### config.mk
export PLATFORM = sky130hd
export DESIGN_NAME = pair_detect_seq
export DESIGN_NICKNAME = d
export VERILOG_FILES = /design/src/rtl/pair_detect_seq.sv
export SDC_FILE = /design/constraint.sdc
export NUM_CORES = 1
export LEC_CHECK = 0
export BUFFER_PORTS_ARGS = -buffer_cell sky130_fd_sc_hd__buf_2
export CAP_MARGIN = 25
export CORE_UTILIZATION = 50
export DETAILED_ROUTE_END_ITERATION = 7
export PLACE_DENSITY_LB_ADDON = 0.08
export SYNTH_ARGS = -nofsm -noshare
export SYNTH_HDL_FRONTEND = slang
export SYNTH_SLANG_ARGS = --single-unit
export TNS_END_PERCENT = 1
### constraint.sdc
create_clock -name clk -period 3.7 [get_ports clk]
set_input_delay 0.37 -clock clk [delete_from_list [all_inputs] [get_ports clk]]
set_output_delay 0.37 -clock clk [all_outputs]
set_load 0.005 [all_outputs]
### src/rtl/pair_detect_seq.sv
// pair_detect_seq: frame sequencer and result collector for a serial pair
// detector (pair_detect).
//
// Words arrive over a valid/ready handshake. At each frame start the
// detector is cleared for one cycle, then each word is shifted MSB-first onto
// det_inbits. Consecutive words of a frame run back-to-back when the next word
// is offered in the final bit cycle; otherwise zero fill bits are shifted
// while waiting. After the last word, DET_LAT drain cycles let the final
// detect pulse arrive. The detect pulses seen in the frame's counting window
// are returned as one saturating count over a second valid/ready handshake.
//
// Optional feature: define PAIR_DETECT_SEQ_TIMEOUT_EN to abort a frame after
// TIMEOUT_CYC consecutive idle WAIT cycles. The aborted frame still reports,
// with res_timeout=1. Without the macro, res_timeout is tied low.
//
// Ports:
//   clk          system clock, rising edge
//   reset        synchronous, active-low reset
//   in_valid     word available
//   in_ready     sequencer can take a word
//   in_data      word to serialize (WORD_W bits)
//   in_last      word is the last of its frame
//   det_inbits   serial bit to the detector
//   det_reset    active-high clear to the detector
//   det_detect   detector detect output
//   res_valid    frame result valid
//   res_ready    consumer accepts result
//   res_count    detect pulses counted in the frame (CNT_W bits)
//   res_overflow count saturated
//   res_timeout  frame aborted by the gap timeout
//   busy         sequencer is not idle
//
// All outputs are driven directly from flops.

module pair_detect_seq #(
  parameter int WORD_W      = 8,
  parameter int CNT_W       = 8,
  parameter int DET_LAT     = 1,
  parameter int TIMEOUT_CYC = 255
) (
  input  logic              clk,
  input  logic              reset,
  input  logic              in_valid,
  output logic              in_ready,
  input  logic [WORD_W-1:0] in_data,
  input  logic              in_last,
  output logic              det_inbits,
  output logic              det_reset,
  input  logic              det_detect,
  output logic              res_valid,
  input  logic              res_ready,
  output logic [CNT_W-1:0]  res_count,
  output logic              res_overflow,
  output logic              res_timeout,
  output logic              busy
);

  localparam int              BIT_W      = (WORD_W > 1) ? $clog2(WORD_W) : 1;
  localparam logic [BIT_W-1:0] LAST_BIT  = BIT_W'(WORD_W - 1);
  localparam logic [2:0]      LAT_INIT   = 3'(DET_LAT);
  localparam logic [2:0]      DRAIN_INIT = 3'(DET_LAT - 1);

  typedef enum logic [2:0] {
    S_IDLE,
    S_CLEAR,
    S_SHIFT,
    S_WAIT,
    S_DRAIN,
    S_REPORT
  } state_e;

  state_e            state_q, state_d;
  logic [WORD_W-1:0] sh_q, sh_d;        // word being shifted, MSB is the live bit
  logic              last_q, last_d;    // current word closes the frame
  logic [BIT_W-1:0]  bit_q, bit_d;      // bit position within the current word
  logic [2:0]        lat_q, lat_d;      // cycles left before the counting window opens
  logic [2:0]        drain_q, drain_d;  // drain cycles left after this one
  logic [CNT_W-1:0]  cnt_q, cnt_d;
  logic              ovf_q, ovf_d;

  logic in_ready_q, in_ready_d;
  logic det_inbits_q, det_inbits_d;
  logic det_reset_q, det_reset_d;
  logic res_valid_q, res_valid_d;
  logic busy_q, busy_d;

  logic accept;
  logic framing;

`ifdef PAIR_DETECT_SEQ_TIMEOUT_EN
  localparam int             GAP_W    = $clog2(TIMEOUT_CYC + 1);
  localparam logic [GAP_W-1:0] GAP_LAST = GAP_W'(TIMEOUT_CYC - 1);

  logic [GAP_W-1:0] gap_q, gap_d;
  logic             to_q, to_d;
`endif

  assign accept  = in_valid && in_ready_q;
  // States in which the detector sees the frame's bit stream.
  assign framing = (state_q == S_SHIFT) || (state_q == S_WAIT) || (state_q == S_DRAIN);

  // NOTE: every variable gets a default before the case so that no path
  // leaves one unassigned, which would infer a latch.
  always_comb begin
    state_d = state_q;
    sh_d    = sh_q;
    last_d  = last_q;
    bit_d   = bit_q;
    lat_d   = lat_q;
    drain_d = drain_q;
    cnt_d   = cnt_q;
    ovf_d   = ovf_q;
`ifdef PAIR_DETECT_SEQ_TIMEOUT_EN
    gap_d   = gap_q;
    to_d    = to_q;
`endif

    // Counting window: opens DET_LAT cycles into SHIFT, closes after DRAIN.
    if (framing) begin
      if (lat_q != 3'd0) begin
        lat_d = lat_q - 3'd1;
      end else if (det_detect) begin
        if (cnt_q == {CNT_W{1'b1}}) begin
          ovf_d = 1'b1;
        end else begin
          cnt_d = cnt_q + CNT_W'(1);
        end
      end
    end

    unique case (state_q)
      S_IDLE: begin
        if (accept) begin
          sh_d    = in_data;
          last_d  = in_last;
          cnt_d   = '0;
          ovf_d   = 1'b0;
          state_d = S_CLEAR;
`ifdef PAIR_DETECT_SEQ_TIMEOUT_EN
          to_d    = 1'b0;
`endif
        end
      end

      S_CLEAR: begin
        bit_d   = '0;
        lat_d   = LAT_INIT;
        state_d = S_SHIFT;
      end

      S_SHIFT: begin
        if (bit_q != LAST_BIT) begin
          bit_d = bit_q + BIT_W'(1);
          sh_d  = sh_q << 1;
        end else if (last_q) begin
          drain_d = DRAIN_INIT;
          state_d = S_DRAIN;
        end else if (accept) begin
          // Next word follows with no bubble.
          sh_d   = in_data;
          last_d = in_last;
          bit_d  = '0;
        end else begin
          state_d = S_WAIT;
`ifdef PAIR_DETECT_SEQ_TIMEOUT_EN
          gap_d   = '0;
`endif
        end
      end

      S_WAIT: begin
        if (accept) begin
          sh_d    = in_data;
          last_d  = in_last;
          bit_d   = '0;
          state_d = S_SHIFT;
        end
`ifdef PAIR_DETECT_SEQ_TIMEOUT_EN
        else if (gap_q == GAP_LAST) begin
          to_d    = 1'b1;
          drain_d = DRAIN_INIT;
          state_d = S_DRAIN;
        end else begin
          gap_d = gap_q + GAP_W'(1);
        end
`endif
      end

      S_DRAIN: begin
        if (drain_q == 3'd0) begin
          state_d = S_REPORT;
        end else begin
          drain_d = drain_q - 3'd1;
        end
      end

      S_REPORT: begin
        if (res_valid_q && res_ready) begin
          state_d = S_IDLE;
        end
      end

      default: state_d = S_IDLE;
    endcase

    // Registered outputs follow the state being entered.
    in_ready_d   = (state_d == S_IDLE) || (state_d == S_WAIT) ||
                   ((state_d == S_SHIFT) && (bit_d == LAST_BIT) && !last_d);
    det_inbits_d = (state_d == S_SHIFT) ? sh_d[WORD_W-1] : 1'b0;
    // Detector held clear whenever no frame bits are flowing.
    det_reset_d  = (state_d == S_IDLE) || (state_d == S_CLEAR) || (state_d == S_REPORT);
    res_valid_d  = (state_d == S_REPORT);
    busy_d       = (state_d != S_IDLE);
  end

  // NOTE: state flops use non-blocking assignments so every flop samples the
  // values from before the edge, independent of statement order.
  // NOTE: the word holder is reset along with the control state; it is small,
  // and a clean reset keeps det_inbits and the report fields deterministic.
  always_ff @(posedge clk) begin
    if (!reset) begin
      state_q      <= S_IDLE;
      sh_q         <= '0;
      last_q       <= 1'b0;
      bit_q        <= '0;
      lat_q        <= '0;
      drain_q      <= '0;
      cnt_q        <= '0;
      ovf_q        <= 1'b0;
      in_ready_q   <= 1'b0;
      det_inbits_q <= 1'b0;
      det_reset_q  <= 1'b1;
      res_valid_q  <= 1'b0;
      busy_q       <= 1'b0;
    end else begin
      state_q      <= state_d;
      sh_q         <= sh_d;
      last_q       <= last_d;
      bit_q        <= bit_d;
      lat_q        <= lat_d;
      drain_q      <= drain_d;
      cnt_q        <= cnt_d;
      ovf_q        <= ovf_d;
      in_ready_q   <= in_ready_d;
      det_inbits_q <= det_inbits_d;
      det_reset_q  <= det_reset_d;
      res_valid_q  <= res_valid_d;
      busy_q       <= busy_d;
    end
  end

`ifdef PAIR_DETECT_SEQ_TIMEOUT_EN
  always_ff @(posedge clk) begin
    if (!reset) begin
      gap_q <= '0;
      to_q  <= 1'b0;
    end else begin
      gap_q <= gap_d;
      to_q  <= to_d;
    end
  end

  assign res_timeout = to_q;
`else
  assign res_timeout = 1'b0;
`endif

  assign in_ready     = in_ready_q;
  assign det_inbits   = det_inbits_q;
  assign det_reset    = det_reset_q;
  assign res_valid    = res_valid_q;
  assign res_count    = cnt_q;
  assign res_overflow = ovf_q;
  assign busy         = busy_q;

endmodule

Yosys cells after proc, flatten, opt, wreduce, memory -nomap -nowiden. Index checks and enable logic that the tools add are counted.

$add $sub $neg: 4. Equality and inequality tests: 16. Muxes and demuxes: 40. Bitwise gates (word level): 1. Reductions and logical operators: 27.

Operators with widths (number): $mux W8 (9); $mux W3 (13); $pmux W3 S6 (1); $pmux W8 S2 (1); $mux W1 (13); $eq A3 B2 Y1 const B (4); $eq A3 B3 Y1 const B (4); $logic_not A3 Y1 (3); $pmux W3 S3 (1); $add A8 B1 Y8 const B (1); $eq A8 B8 Y1 const B (1); $reduce_and A2 Y1 (4); $reduce_bool A2 Y1 (4); $eq A3 B1 Y1 const B (2); $logic_or A1 B1 Y1 (6); $ne A2 B2 Y1 const B (3); $pmux W3 S2 (1); $reduce_bool A3 Y1 (2); $sub A3 B1 Y3 const B (2); $logic_and A1 B1 Y1 (4); $reduce_and A4 Y1 (1); $reduce_or A2 Y1 (2); $add A3 B1 Y3 const B (1); $ne A3 B2 Y1 const B (1); other kinds (4) (4).

Bits in registers: 35. Input bits: 14.

Logic depth before layout (Yosys ltp).
Depth after elaboration: 9. Gate-level depth with buffers: 8. Depth with buffers taken out: 6.

Least setup slack after synthesis. OpenSTA, ideal clock, no wires.

Path type: flip-flop to flip-flop. Start: register bit_q[0]. End: register in_ready_q, in the netlist in_ready. Setup time: 0.096 ns. Arrival time: 1.737 ns. Slack: 1.868 ns. Stages on the path, launching flop included: 8. Path buffers: 1. Clock period less this slack: 1.832 ns. Cell sequence: dfxtp_1 ha_1 ha_1 clkbuf_1 or3b_1 a31oi_1 o21ai_0 a221oi_1.

Cells in the longest elaborated chain, start to end: 8. Elaborated cells between the ends (all ways): 19. Classes of those cells: add/sub (1); eq/ne (4); mux (8); reduce/logical (6).

RTL lines: start: declaration (line 75) `logic [BIT_W-1:0] bit_q, bit_d;`; start signal: assignment (line 239) `bit_q <= bit_d;`; parallel branches: the longest is 7 deep, another holds $add A3 B1 Y3; $logic_or A1 B1 Y1 * (line 207) `in_ready_d = (state_d == S_IDLE) || (state_d == S_WAIT) ||`; end signal: assignment (line 244) `in_ready_q <= in_ready_d;`; end: declaration (line 81) `logic in_ready_q, in_ready_d;`.

Every way passes the cells marked *. A chain may end at the register's enable or synchronous reset.

Final worst setup path.
Start: register state_q[2]. End: register cnt_q[4], in the netlist res_count[4].

Cells in the longest elaborated chain, start to end: 6. Elaborated cells between the ends (all ways): 9. Classes of those cells: eq/ne (3); mux (3); reduce/logical (3).

RTL lines: start: declaration (line 72) `state_e state_q, state_d;`; start signal: assignment (line 236) `state_q <= state_d;`; $eq A3 B2 Y1 (line 100) `assign framing = (state_q == S_SHIFT) || (state_q == S_WAIT) || (state_q == S_DRAIN);`; $logic_or A1 B1 Y1 (2 in series) (line 100); $mux W8 (line 119) `if (framing) begin`; $mux W8 (line 133) `if (accept) begin`; $mux W8 * (line 131) `unique case (state_q)`; end signal: assignment (line 242) `cnt_q <= cnt_d;`; end: declaration (line 78) `logic [CNT_W-1:0] cnt_q, cnt_d;`.

Every way passes the cells marked *; elsewhere a longest branch is shown, timed or not.

==> impl_metrics.tcl <==
set metrics [dict create \
    status "completed" \
    cp_max_fo 21 \
    max_cap_violations 0 \
    r2r_end "res_count[4]$_SDFF_PN0_" \
    synth_compound_area_share_pct 22.46 \
    min_path_type "input pin to register" \
    area_delta_synth_final_pct 11.26 \
    synth_seq_area_share_pct 36.25 \
    synthMuxAreaShare_pct 2.589 \
    clock_latency_ps 280 \
    cp.arrival_ps 2330 \
    switchingPower_w 0.0001984 \
    dr.pass1.iters 4 \
    overflow 0 \
    hp-start "in_data[0]" \
    antenna_left 0 \
    fin_tns_setup_ps 0 \
    cts_buffer_depth 2 \
    num_io_pins 29 \
    switching_share_pct 25.97 \
    fmax_mhz 471.5 \
    netlist_area_um2 1933 \
    seqPwrFrac_pct 53.2 \
    finalWeightedCongestion 0.8532 \
    grt_max_degree 22 \
    combPwrFrac_pct 12.6 \
    p_per_area_nw_per_um2 355.3 \
    grt_pass1_vias 1525 \
    peakVddDrop_uv 211.8 \
    ys_ff_latch 35 \
    postPlaceCellArea_um2 2069 \
    r2r_slack_ps 1580 \
    htree_levels 2 \
    port_buffers 27 \
    cts_root_buf "clkbuf_8" \
    dp_hpwl_mm 2.823 \
    crit_required_ps 3910 \
    yosysTopAreaCell "dfxtp_1" \
    final.setup.worst_slack_ps 1579 \
    fp.dieW_um 64.18 \
    final_area_um2 2151 \
    postLayoutCoreUtil_pct 58.31 \
    setup.worst_path.start "state_q[2]$_SDFF_PN0_" \
    fp.coreArea_um2 3689 \
    hold-path-cell-count 3 \
    finalClockSkew_ps 6.336 \
    vias_per_cell 5.583 \
    grt_pass1_wl_mm 7.258 \
    cts_buffers 5 \
    diodes 0 \
    die-height_um 64.18 \
    setup-violations-final 0 \
    fp-row-count 22 \
    max-slew-margin-rel_pct 50.94 \
    rsz0062_at_grt "false" \
    hold_buffers 0 \
    start_util_pct 52.41 \
    criticalPathCategory "register to register" \
    route.detailed.drc 0 \
    post_cts_buffers 0 \
    end_kind "register" \
    via_count 1675 \
    syn_nets 250 \
    fin_crit_sh_pct 57.32 \
    synthArstFlopShare_pct 0 \
    p_int_w 0.0005658 \
    post-place-ws_ps 1615 \
    synth-simple-area-share_pct 26.99 \
    p_leak_nw 0.8470 \
    yosysTopAreaCellShare_pct 36.25 \
    track_usage_pct 22.66 \
    cts_tree "yes" \
    cts.sinks 35 \
    yosysWarnings 0 \
    post_cts_resized 0 \
    yosys.area_share.adder_pct 5.049 \
    yosysUniqueCellTypes 55 \
    synth_top_family_by_area "simple AND/OR/NAND/NOR gates" \
    synth_edf_count 0 \
    tightestPinTransition_ps 731.4 \
    worstReg2RegStart "state_q[2]$_SDFF_PN0_" \
    die_area_um2 4119 \
    drive_gt1_share_pct 17.06 \
    post-route-min-period_ps 2121 \
    synth_flop_cell "dfxtp_1" \
    fin_nets 272 \
    antenna_found_initial 0 \
    reg2reg_depth 4 \
    synthXorXnorAreaFrac_pct 0.9061 \
    critPathLaunchType "register" \
    syn_avg_cell_area_um2 8.442 \
    slew_viol_final 0 \
    fillCellCount 367 \
    holdPathEnd "sh_q[0]$_SDFFE_PN0P_" \
    drt-initial-drc-count 103 \
    dp_cells 292 \
    clk_pin_slew_worst_paths_ps 70 \
    routed_wl_mm 4.049 \
    final_cell_count_no_fill 300 \
    p_clk_share_pct 34.3 \
    syn-instance-count 229 \
    synth.area.top_cells "dfxtp_1 36%, a21oi_1 4.7%, ha_1 4.5%, o21ai_0 4.1%, nand2_1 3.7%" \
    hold_viol_final 0 \
    wire_per_inst_um 13.50 \
]
==> metrics by stage <==
stage	hold slack (ps)	power (W)
final	390.6	0.0007642
after global routing	432.0	0.0008087
after CTS	373.8	0.0007730
after detailed placement	456.9	0.0005096
after global placement	453.2	0.0005093
after floorplan	439.7	0.0004824
==> worst max-delay path: stages (launching register included) <==
cell,delay (ps)
dfxtp_1,750
nor3b_4,430
o21ai_2,190
or4_1,520
a21oi_1,150
==> layout by cell type, fill, tap and decap left out, types with 3 or more instances in the layout <==
master,count
dfxtp_1,35
buf_2,27
nand2_1,19
a21oi_1,18
o21ai_0,16
inv_1,11
nand3_1,11
or3_1,9
nor2_1,8
ha_1,7
o31ai_1,5
mux2i_1,5
clkbuf_8,5
and3b_1,4
o21a_1,4
nand2b_1,4
a211oi_1,4
a22oi_1,4
a31oi_1,3
or2_2,3
nor3_1,3
nand3b_1,3
or4_1,3
==> cell usage after synthesis (2+ instances only) <==
cell type / number
and3_1: 2
o22ai_1: 2
a211oi_1: 4
ha_1: 7
clkbuf_1: 8
and3b_1: 4
nor4b_1: 2
and4b_1: 2
inv_1: 11
or2_2: 3
o21ai_0: 16
or3_1: 9
nor2_1: 8
buf_2: 2
nor3b_1: 2
o21a_1: 4
dfxtp_1: 35
o31ai_1: 5
nor3_1: 3
a21oi_1: 18
a22oi_1: 4
a31oi_1: 3
buf_4: 2
nand2b_1: 4
and4_1: 2
nand2_1: 19
or4_1: 3
nand3_1: 11
mux2i_1: 5
nand3b_1: 3
and2_1: 2
==> area by class of cell <==
| type | instances | area (um^2) | area share, % |
|---|---|---|---|
| Clock buffer | 7 | 76.32 | 3.549 |
| Clock inverter | 1 | 5.005 | 0.2327 |
| Inverter | 11 | 41.29 | 1.920 |
| Multi-Input combinational cell | 170 | 1125 | 52.30 |
| Sequential cell | 35 | 700.7 | 32.58 |
| Tap cell | 48 | 60.06 | 2.792 |
| Timing Repair Buffer | 28 | 142.6 | 6.632 |
==> routing by layer <==
metal / share of wire [%] / routed length (um) / track usage, %
met1: 56 / 2280 / 33.95
met2: 39 / 1561 / 30.72
met3: 3.8 / 154 / 5.000
met4: 1.3 / 53 / 9.167
met5: 0 / 0 / 0
==> power groups by stage <==
stage,registers [W],logic [W],clock network [W]
2_1_floorplan,0.000409,0.0000734,0
3_3_place_gp,0.000415,0.0000946,0
3_5_place_dp,0.000415,0.0000948,0
4_1_cts,0.000406,0.0000956,0.000271
5_1_grt,0.000408,0.000109,0.000291
6_report,0.000406,0.0000959,0.000262
==> flip-flops by register name, indices dropped and copies added (netlist names) <==
| signal | count |
|---|---|
| busy | 1 |
| state_q | 3 |
| lat_q | 3 |
| drain_q | 3 |
| res_overflow | 1 |
| sh_q | 8 |
| res_count | 8 |
| in_ready | 1 |
| res_valid | 1 |
| det_inbits | 1 |
| last_q | 1 |
| bit_q | 3 |
| det_reset | 1 |
==> worst max path at each step <==
stage | end | slack (ps) | cells after the start
5_1_grt | res_count[4]$_SDFF_PN0_ | 1430 | 4
3_3_place_gp | res_count[3]$_SDFF_PN0_ | 1700 | 4
6_report | res_count[4]$_SDFF_PN0_ | 1580 | 4
4_1_cts | res_count[4]$_SDFF_PN0_ | 1600 | 4
2_1_floorplan | in_ready$_SDFF_PN0_ | 1870 | 7
3_5_place_dp | res_count[4]$_SDFF_PN0_ | 1620 | 4
==> logic make-up (layout without fill, tap and decap cells) <==
group                      count (synthesis)  count (layout)
and+or+nand+nor                           86              86
AOI/OAI and AO/OA                         68              68
DFF                                       35              35
buffers and inverters                     24              47
adders and majority gates                  8               8
muxes                                      5               5
xor gates and xnor gates                   2               2
other                                      1               1
(Power assumes the default switching activity.)
